[src/rtl/note_rec_player.sv]
// Multi-slot note recorder/player driving a piezo with a square wave.
// Define LOOP_PLAY_EN to repeat a slot's playback until stop; default plays one pass.
module note_rec_player #(
    parameter int DATA_W     = 8,
    parameter int DEPTH      = 16,
    parameter int NUM_SLOTS  = 2,
    parameter int NOTE_TICKS = 1000,
    parameter int DIV_STEP   = 4
) (
    input  logic                         clk,
    input  logic                         rst,
    input  logic [DATA_W-1:0]            inpp,
    input  logic                         rw,
    input  logic [$clog2(NUM_SLOTS)-1:0] slot_sel,
    input  logic                         note_stb,
    input  logic                         start,
    input  logic                         stop,
    output logic                         piezo,
    output logic                         busy,
    output logic                         full
);
    localparam int SLOT_W = $clog2(NUM_SLOTS);
    localparam int IDX_W  = $clog2(DEPTH);
    localparam int LEN_W  = $clog2(DEPTH + 1);
    localparam int TICK_W = $clog2(NOTE_TICKS + 1);
    localparam int HALF_W = DATA_W + $clog2(DIV_STEP) + 1;

    typedef enum logic [1:0] {IDLE, REC, PLAY} state_t;

    state_t              state;
    logic [SLOT_W-1:0]   slot;
    logic [LEN_W-1:0]    len [NUM_SLOTS];
    logic [IDX_W-1:0]    idx;
    logic [TICK_W-1:0]   tick;
    logic [HALF_W-1:0]   hcnt;
    logic [DATA_W-1:0]   mem [NUM_SLOTS][DEPTH];

    logic [LEN_W-1:0]    cur_len;
    logic [DATA_W-1:0]   note;
    logic [HALF_W-1:0]   half;
    logic                note_end;
    logic                last_note;
    logic                rec_wr;

    // Half-period is sized so the largest code times DIV_STEP cannot overflow.
    function automatic logic [HALF_W-1:0] tone_half(input logic [DATA_W-1:0] code);
        return HALF_W'(code) * HALF_W'(DIV_STEP);
    endfunction

    assign cur_len   = len[slot];
    assign note      = mem[slot][idx];
    assign half      = tone_half(note);
    assign note_end  = (tick == TICK_W'(NOTE_TICKS - 1));
    assign last_note = ((LEN_W'(idx) + LEN_W'(1)) == cur_len);
    assign rec_wr    = (state == REC) && note_stb && !stop && (cur_len != LEN_W'(DEPTH));

    // Note storage carries no reset; only entries below a slot's length are ever read.
    always_ff @(posedge clk) begin
        if (rec_wr)
            mem[slot][cur_len[IDX_W-1:0]] <= inpp;
    end

    always_ff @(posedge clk or negedge rst) begin
        if (!rst) begin
            state <= IDLE;
            slot  <= '0;
            for (int i = 0; i < NUM_SLOTS; i++)
                len[i] <= '0;
            idx   <= '0;
            tick  <= '0;
            hcnt  <= '0;
            piezo <= 1'b0;
            busy  <= 1'b0;
            full  <= 1'b0;
        end else begin
            case (state)
                IDLE: begin
                    if (start && !stop) begin
                        slot  <= slot_sel;
                        idx   <= '0;
                        tick  <= '0;
                        hcnt  <= '0;
                        piezo <= 1'b0;
                        if (rw) begin
                            len[slot_sel] <= '0;
                            state         <= REC;
                            busy          <= 1'b1;
                            full          <= 1'b0;
                        end else if (len[slot_sel] != '0) begin
                            state <= PLAY;
                            busy  <= 1'b1;
                        end
                    end
                end
                REC: begin
                    if (stop) begin
                        state <= IDLE;
                        busy  <= 1'b0;
                        full  <= 1'b0;
                    end else if (rec_wr) begin
                        len[slot] <= cur_len + LEN_W'(1);
                        full      <= ((cur_len + LEN_W'(1)) == LEN_W'(DEPTH));
                    end
                end
                PLAY: begin
                    if (stop) begin
                        state <= IDLE;
                        busy  <= 1'b0;
                        piezo <= 1'b0;
                    end else if (note_end) begin
                        // Note boundary: tone counter and phase restart for the next note.
                        tick  <= '0;
                        hcnt  <= '0;
                        piezo <= 1'b0;
                        if (last_note) begin
`ifdef LOOP_PLAY_EN
                            idx <= '0;
`else
                            state <= IDLE;
                            busy  <= 1'b0;
`endif
                        end else begin
                            idx <= idx + IDX_W'(1);
                        end
                    end else begin
                        tick <= tick + TICK_W'(1);
                        if (note == '0) begin
                            piezo <= 1'b0;
                        end else if (hcnt == half - HALF_W'(1)) begin
                            hcnt  <= '0;
                            piezo <= ~piezo;
                        end else begin
                            hcnt <= hcnt + HALF_W'(1);
                        end
                    end
                end
                default: begin
                    state <= IDLE;
                    busy  <= 1'b0;
                    piezo <= 1'b0;
                end
            endcase
        end
    end
endmodule
[config.mk]
export PLATFORM = sky130hd
export DESIGN_NAME = note_rec_player
export DESIGN_NICKNAME = d
export VERILOG_FILES = /design/src/rtl/note_rec_player.sv
export SDC_FILE = /design/constraint.sdc
export NUM_CORES = 1
export LEC_CHECK = 0
export BUFFER_PORTS_ARGS = -buffer_cell sky130_fd_sc_hd__buf_2
export CORE_MARGIN = 2
export CORE_UTILIZATION = 35
export DETAILED_ROUTE_END_ITERATION = 12
export GPL_TIMING_DRIVEN = 0
export SLEW_MARGIN = 10
export SYNTH_ARGS = -nofsm -noshare
export SYNTH_HDL_FRONTEND = slang
export SYNTH_SLANG_ARGS = --single-unit
[constraint.sdc]
create_clock -name clk -period 5.15 [get_ports clk]
set_input_delay 0 -clock clk [delete_from_list [all_inputs] [get_ports clk]]
set_output_delay 0 -clock clk [all_outputs]
set_load 0.01 [all_outputs]
======== After elaboration in Yosys (flattened, before gate mapping) ========
Memory sizes are Yosys's and may differ from the RTL's.
Index checks and enable logic that the tools add are counted.
storage, ports and cells
  register bits after elaboration ......... 41
  bits in writable memories ............... 256
  input bits .............................. 15
  output and inout port bits .............. 3
  word-level logic and storage cells ...... 139
  memories kept ........................... 1
memory list
  memory  words  width  read ports  clocked after memory_dff  write ports  line  RTL
  mem     2      128    1           0                         1            36    logic [DATA_W-1:0] mem [NUM_SLOTS][DEPTH];
operators by class
  add/subtract/negate cells ............... 6
  order comparisons ....................... 7
  equal/unequal tests ..................... 21
  multiplexer cells ....................... 65
  bitwise operators ....................... 8
  reduce and logical (&&, ||, !) cells .... 21
operators by type and width
  operator               number
  $mux 128               1
  $mux 10                7
  $mux 11                5
  $mux 5                 8
  $pmux 10 s2            2
  $bmux 8 s4             1
  $demux 8 s4            1
  $mux 8                 3
  $pmux 11 s2            1
  $mux 1                 17
  $mux 4                 4
  $ne 2x2->1 const B     8
  $ne 3x3->1 const B     5
  $reduce_and 5->1       3
  $mux 2                 7
  $add 11x1->11 const B  1
  $eq 11x11->1           1
  $sub 10x1->11 const B  1
  $add 10x1->10 const B  1
  $and 10x10->10         1
  $bwmux 10              1
  $demux 5 s1            2
  $eq 10x10->1 const B   1
  $ge 5x5->1 const B     2
  other kinds (28)       44

======== Logic depth before layout (Yosys ltp) ========
  depth in word-level cells ............... 11
  depth in mapped cells ................... 17
  gate-level depth less buffers ........... 12

======== Worst setup path after synthesis ========
OpenSTA, ideal clock, no wires.
  kind .................................... register to register
  start point ............................. reg idx[0]
  end point ............................... reg hcnt[2]
  library setup time ...................... 0.126 ns
  arrival ................................. 3.649 ns
  data required time ...................... 5.024 ns
  path slack .............................. 1.375 ns
  cell stages (with the launch flop) ...... 15
  buffers on the path ..................... 3
  period minus slack after synthesis ...... 3.775 ns
  cell sequence ........................... dfrtp_1 buf_6 buf_4 buf_2 mux4_2 a211o_1 nand2_1 ha_1 inv_1 or3_1 o211ai_1 a21oi_1 a2111oi_4 a21oi_2 a311o_1
on the way
  word-level cells in the longest chain between the ends .. 11
  elaborated cells between the ends (all ways) .. 14
  classes of those cells .................. 1 x add/sub; 2 x eq/ne; 8 x mux; 1 x bitwise; 2 x reduce/logical
ends and longest elaborated chain
  element                                         line  RTL
  from (decl)                                     33    logic [IDX_W-1:0] idx;
  from (signal assigned)                          123   idx <= idx + IDX_W'(1);
  $not 4->5 (implied by the code) (*)             51    assign note = mem[slot][idx];
  $bmux 8 s4 (*)                                  51
  $mux 8 (implied by the code) (*) (2 in series)  51
  $sub 10x1->11                                   129   end else if (hcnt == half - HALF_W'(1)) begin
  $eq 11x11->1                                    129
  $mux 11                                         129
  $mux 11                                         127   if (note == '0) begin
  $mux 11                                         110   end else if (note_end) begin
  $mux 11                                         106   if (stop) begin
  $pmux 11 s2                                     76    case (state)
  to (signal assigned)                            133   hcnt <= hcnt + HALF_W'(1);
  to (decl)                                       35    logic [HALF_W-1:0] hcnt;
Every way passes the cells marked *; elsewhere a longest branch is shown, timed or not. The select of a mux whose other input is x is not followed.
A chain may end at the register's enable or synchronous reset.

======== Final worst setup path ========
  start point ............................. reg slot
  end point ............................... reg state[1]
on the way
  word-level cells in the longest chain between the ends .. 7
ends and longest elaborated chain
  element                                     line  RTL
  from (decl)                                 31    logic [SLOT_W-1:0] slot;
  from (signal assigned)                      79    slot <= slot_sel;
  $not 1->2 (implied by the code)             50    assign cur_len = len[slot];
  $mux 5 (implied by the code) (3 in series)  50
  $eq 5x5->1                                  54    assign last_note = ((LEN_W'(idx) + LEN_W'(1)) == cur_len);
  $ne 3x3->1 (no source line)                 -
  $reduce_and 5->1 (no source line)           -
  to (signal assigned)                        65    state <= IDLE;
  to (signal assigned)                        86    state <= REC;
  to (signal assigned)                        90    state <= PLAY;
  to (decl)                                   30    state_t state;
No other way between the ends. The select of a mux whose other input is x is not followed.

==> flow_metrics.py <==
metrics = {
    "placed_design": {
        "port_buffers": 17,
        "globalplace.congestion": 0.8223,
        "dp.cells": 1335,
        "dpl.hpwl_mm": 20.62,
    },
    "synth": {
        "yosys.area.top_type": "edfxtp_1",
        "synthSimpleGateAreaFrac_pct": 8.232,
        "syn_nets": 874,
        "synth-compound-area-share_pct": 8.417,
        "synth-xor-area-share_pct": 1.430,
        "yosys.cell_types.count": 64,
        "synthCells": 850,
        "synth_top_area_share_pct": 59.78,
        "synth_top_family_by_area": "multiplexers",
        "syn-cell-area_sq_mm": 0.01286,
        "synth.avg_cell_area_sq_um": 15.13,
        "ys_dominant_reg_cell": "edfxtp_1",
        "ys_seq_area_share_pct": 67.76,
        "synth.area.top_cells": "edfxtp_1 60%, dfrtp_1 8.0%, mux4_2 5.8%",
        "yosys_warnings": 0,
        "synth_edf_count": 256,
        "ys_seq_elements": 297,
        "synth_fa_ha_area_share_pct": 0.8757,
        "ys_async_sr_fraction_pct": 13.80,
        "muxShareOfSynthArea_pct": 11.32,
    },
    "timing": {
        "fin_worst_skew_ns": 0.01219,
        "fin_crit_sh_pct": 93.39,
        "hold_viol_final": 0,
        "fmax_mhz": 207.9,
        "slew_violations": 0,
        "tns_ns": 0,
        "setup_viol": 0,
        "slew_headroom_pct": 33.98,
        "grt_setup_unrepaired": "no",
        "tightest_slew_ns": 0.9867,
        "min_period_ns": 4.809,
    },
    "setup_path": {
        "cp_data_arrival_time_ns": 5.32,
        "reg2reg_slack_ns": 0.34,
        "cp-start-kind": "flop",
        "crit_fanout": 10,
        "end_kind": "flop",
        "cp.required_ns": 5.66,
        "crit_type": "reg2reg",
    },
    "die": {
        "die_area_sq_mm": 0.03829,
        "initial_utilization_pct": 35.29,
        "io_pins": 18,
        "core_area_sq_mm": 0.03643,
        "num_rows": 70,
        "die_h_microns": 195.7,
        "die_x_microns": 195.7,
    },
    "clock_network": {
        "cts_max_path_buffers": 3,
        "cts_tree": "yes",
        "clkSinkCount": 297,
        "clock_latency_ns": 0.58,
        "cts-root-buf": "clkbuf_16",
        "clk_pin_slew_ns": 0.07,
        "h-tree-depth": 1,
        "cts_buffers": 30,
    },
    "outcome": {
        "outcome": "finished clean",
    },
    "cells_and_area": {
        "num_antenna_cells": 0,
        "drive_gt1_share_pct": 14.42,
        "fin_nets": 938,
        "fin_cells": 1404,
        "synthToLayoutAreaGrowth_pct": 14.70,
    },
    "route": {
        "wl_mm": 31.83,
        "antenna_left": 0,
        "drc": 0,
        "drtIter0Drc": 768,
        "dr.pass1.iters": 5,
        "post_drt_wl_per_cell_microns": 22.67,
        "avgViaCountPerCell": 5.522,
        "vias": 7753,
    },
    "global_routing": {
        "grt_overflow_total": 0,
        "grt_pass1_vias": 7675,
        "antenna_found_initial": 0,
        "grt_pass1_wl_mm": 48.42,
        "grt_usage_pct": 16.80,
        "grt_max_degree": 42,
    },
    "power": {
        "total_power_uw": 7036,
        "p_leak_uw": 0.004912,
        "power_density_mw_per_mm2": 477.1,
        "peakVddDrop_mv": 0.3265,
    },
    "worst_hold_path": {
        "hp-class": "in2reg",
    },
    "flow_run": {
        "drv_cap": 0,
    },
}
-- layout by cell type (no fill, tap or decap), drive strengths merged, types with 7 or more instances in the layout --
cell	n
edfxtp	256
mux2i	64
nor2	62
nand2	57
clkbuf	55
dfrtp	41
o21ai	36
buf	36
mux4	34
a21oi	21
nand3	19
dlygate4sd3	15
nor3	14
a22oi	14
inv	12
nor2b	12
o221ai	11
xor2	11
clkinv	11
a22o	10
xnor2	10
a221oi	10
and3	9
ha	9
or3	8
a21o	8
nand2b	7
a211oi	7
-- through the flow --
step | setup slack, ns | hold WS [ns] | cell area (sq um) | utilization [%]
floorplan | 1.375 | -0.2956 | 12860 | -
finish | 0.3406 | 0.02278 | 14750 | 40.48
detailed placement | 0.1070 | 0.2149 | 13530 | 37.13
CTS | 0.07296 | 0.02026 | 14730 | 40.44
global placement | 0.1501 | 0.2173 | 13530 | 37.13
global route | 0.03925 | 0.03638 | 14750 | 40.48
-- cells in the mapped netlist (all sizes together), types with 7 or more instances --
master,number
a221oi,10
dfrtp,41
mux2i,64
nor2b,12
ha,9
nand3,19
mux4,34
a22o,10
and3,9
nor3,14
o221ai,11
edfxtp,256
nand2,57
a21oi,21
xnor2,10
buf,20
or3,8
a211oi,7
clkbuf,19
o21ai,36
inv,12
nor2,62
a21o,8
xor2,11
nand2b,7
a22oi,14
-- what timing repair did --
item / in CTS / in global routing
hold endpoints to repair: 261 / 0
endpoints found under the setup margin: 0 / 3
gates resized for setup: 0 / 4
hold buffers: 15 / 0
setup buffers: 0 / 0
-- kinds of logic after synthesis --
logic type                 Yosys count
DFF                                297
and+or+nand+nor                    219
AOI/OAI and AO/OA                  150
muxes                              102
buffers and inverters               52
xor gates and xnor gates            21
adders and majority gates            9
-- area by class of cell --
cell class                 count  area, sq um
tap                          468        585.6
inverter                      13        48.80
clock inverter                19        275.3
multi-input combinational    501         3906
sequential                   297         8713
timing repair buffer          32        235.2
buffer                        39        205.2
fill                        3367        21690
clock buffer                  35        779.5
-- registers in the layout, indices dropped and copies added, names as in the netlist --
register / count
piezo: 1
slot: 1
tick: 10
hcnt: 11
state: 2
busy: 1
len: 10
idx: 4
full: 1
mem: 256
-- critical path: stages, from the launching register on --
cell and delay [ns]:
dfrtp_1 0.37, buf_4 0.23, buf_6 0.22, buf_6 0.19
buf_2 0.36, clkbuf_2 0.35, mux2i_1 0.55, xor2_1 0.12
a2111oi_0 0.65, o21ai_0 0.26, o21ai_0 0.28, a21boi_0 0.36
a31oi_1 0.13, nor2_1 0.10, dlygate4sd3_1 0.55
-- metal layers --
layer	wire, microns	vias up	global-route usage, %
met5	0	-	0
met4	867	0	4.826
met3	2225	53	3.077
met2	14850	274	26.93
met1	13880	3964	23.53
li1	-	3462	-
-- where the power goes --
group / internal [uW] / switching (uW) / leakage (uW)
logic: 755 / 1220 / 0.00155
registers: 2680 / 61.1 / 0.00286
clock network: 1390 / 942 / 0.000502
total: 4820 / 2220 / 0.00491
-- path summary, 6_finish.rpt --
check | start | to | depth (start not counted)
max in group asynchronous | rst | len[1] | 2
setup reg to reg | slot | state[1] | 14
hold reg to reg | tick[1] | tick[1] | 2
hold / removal | inpp[1] | mem[1][89] | 1
min in group asynchronous | rst | hcnt[3] | 2
setup / recovery | slot | state[1] | 14
Note: power is estimated with default switching activity, not from simulation.
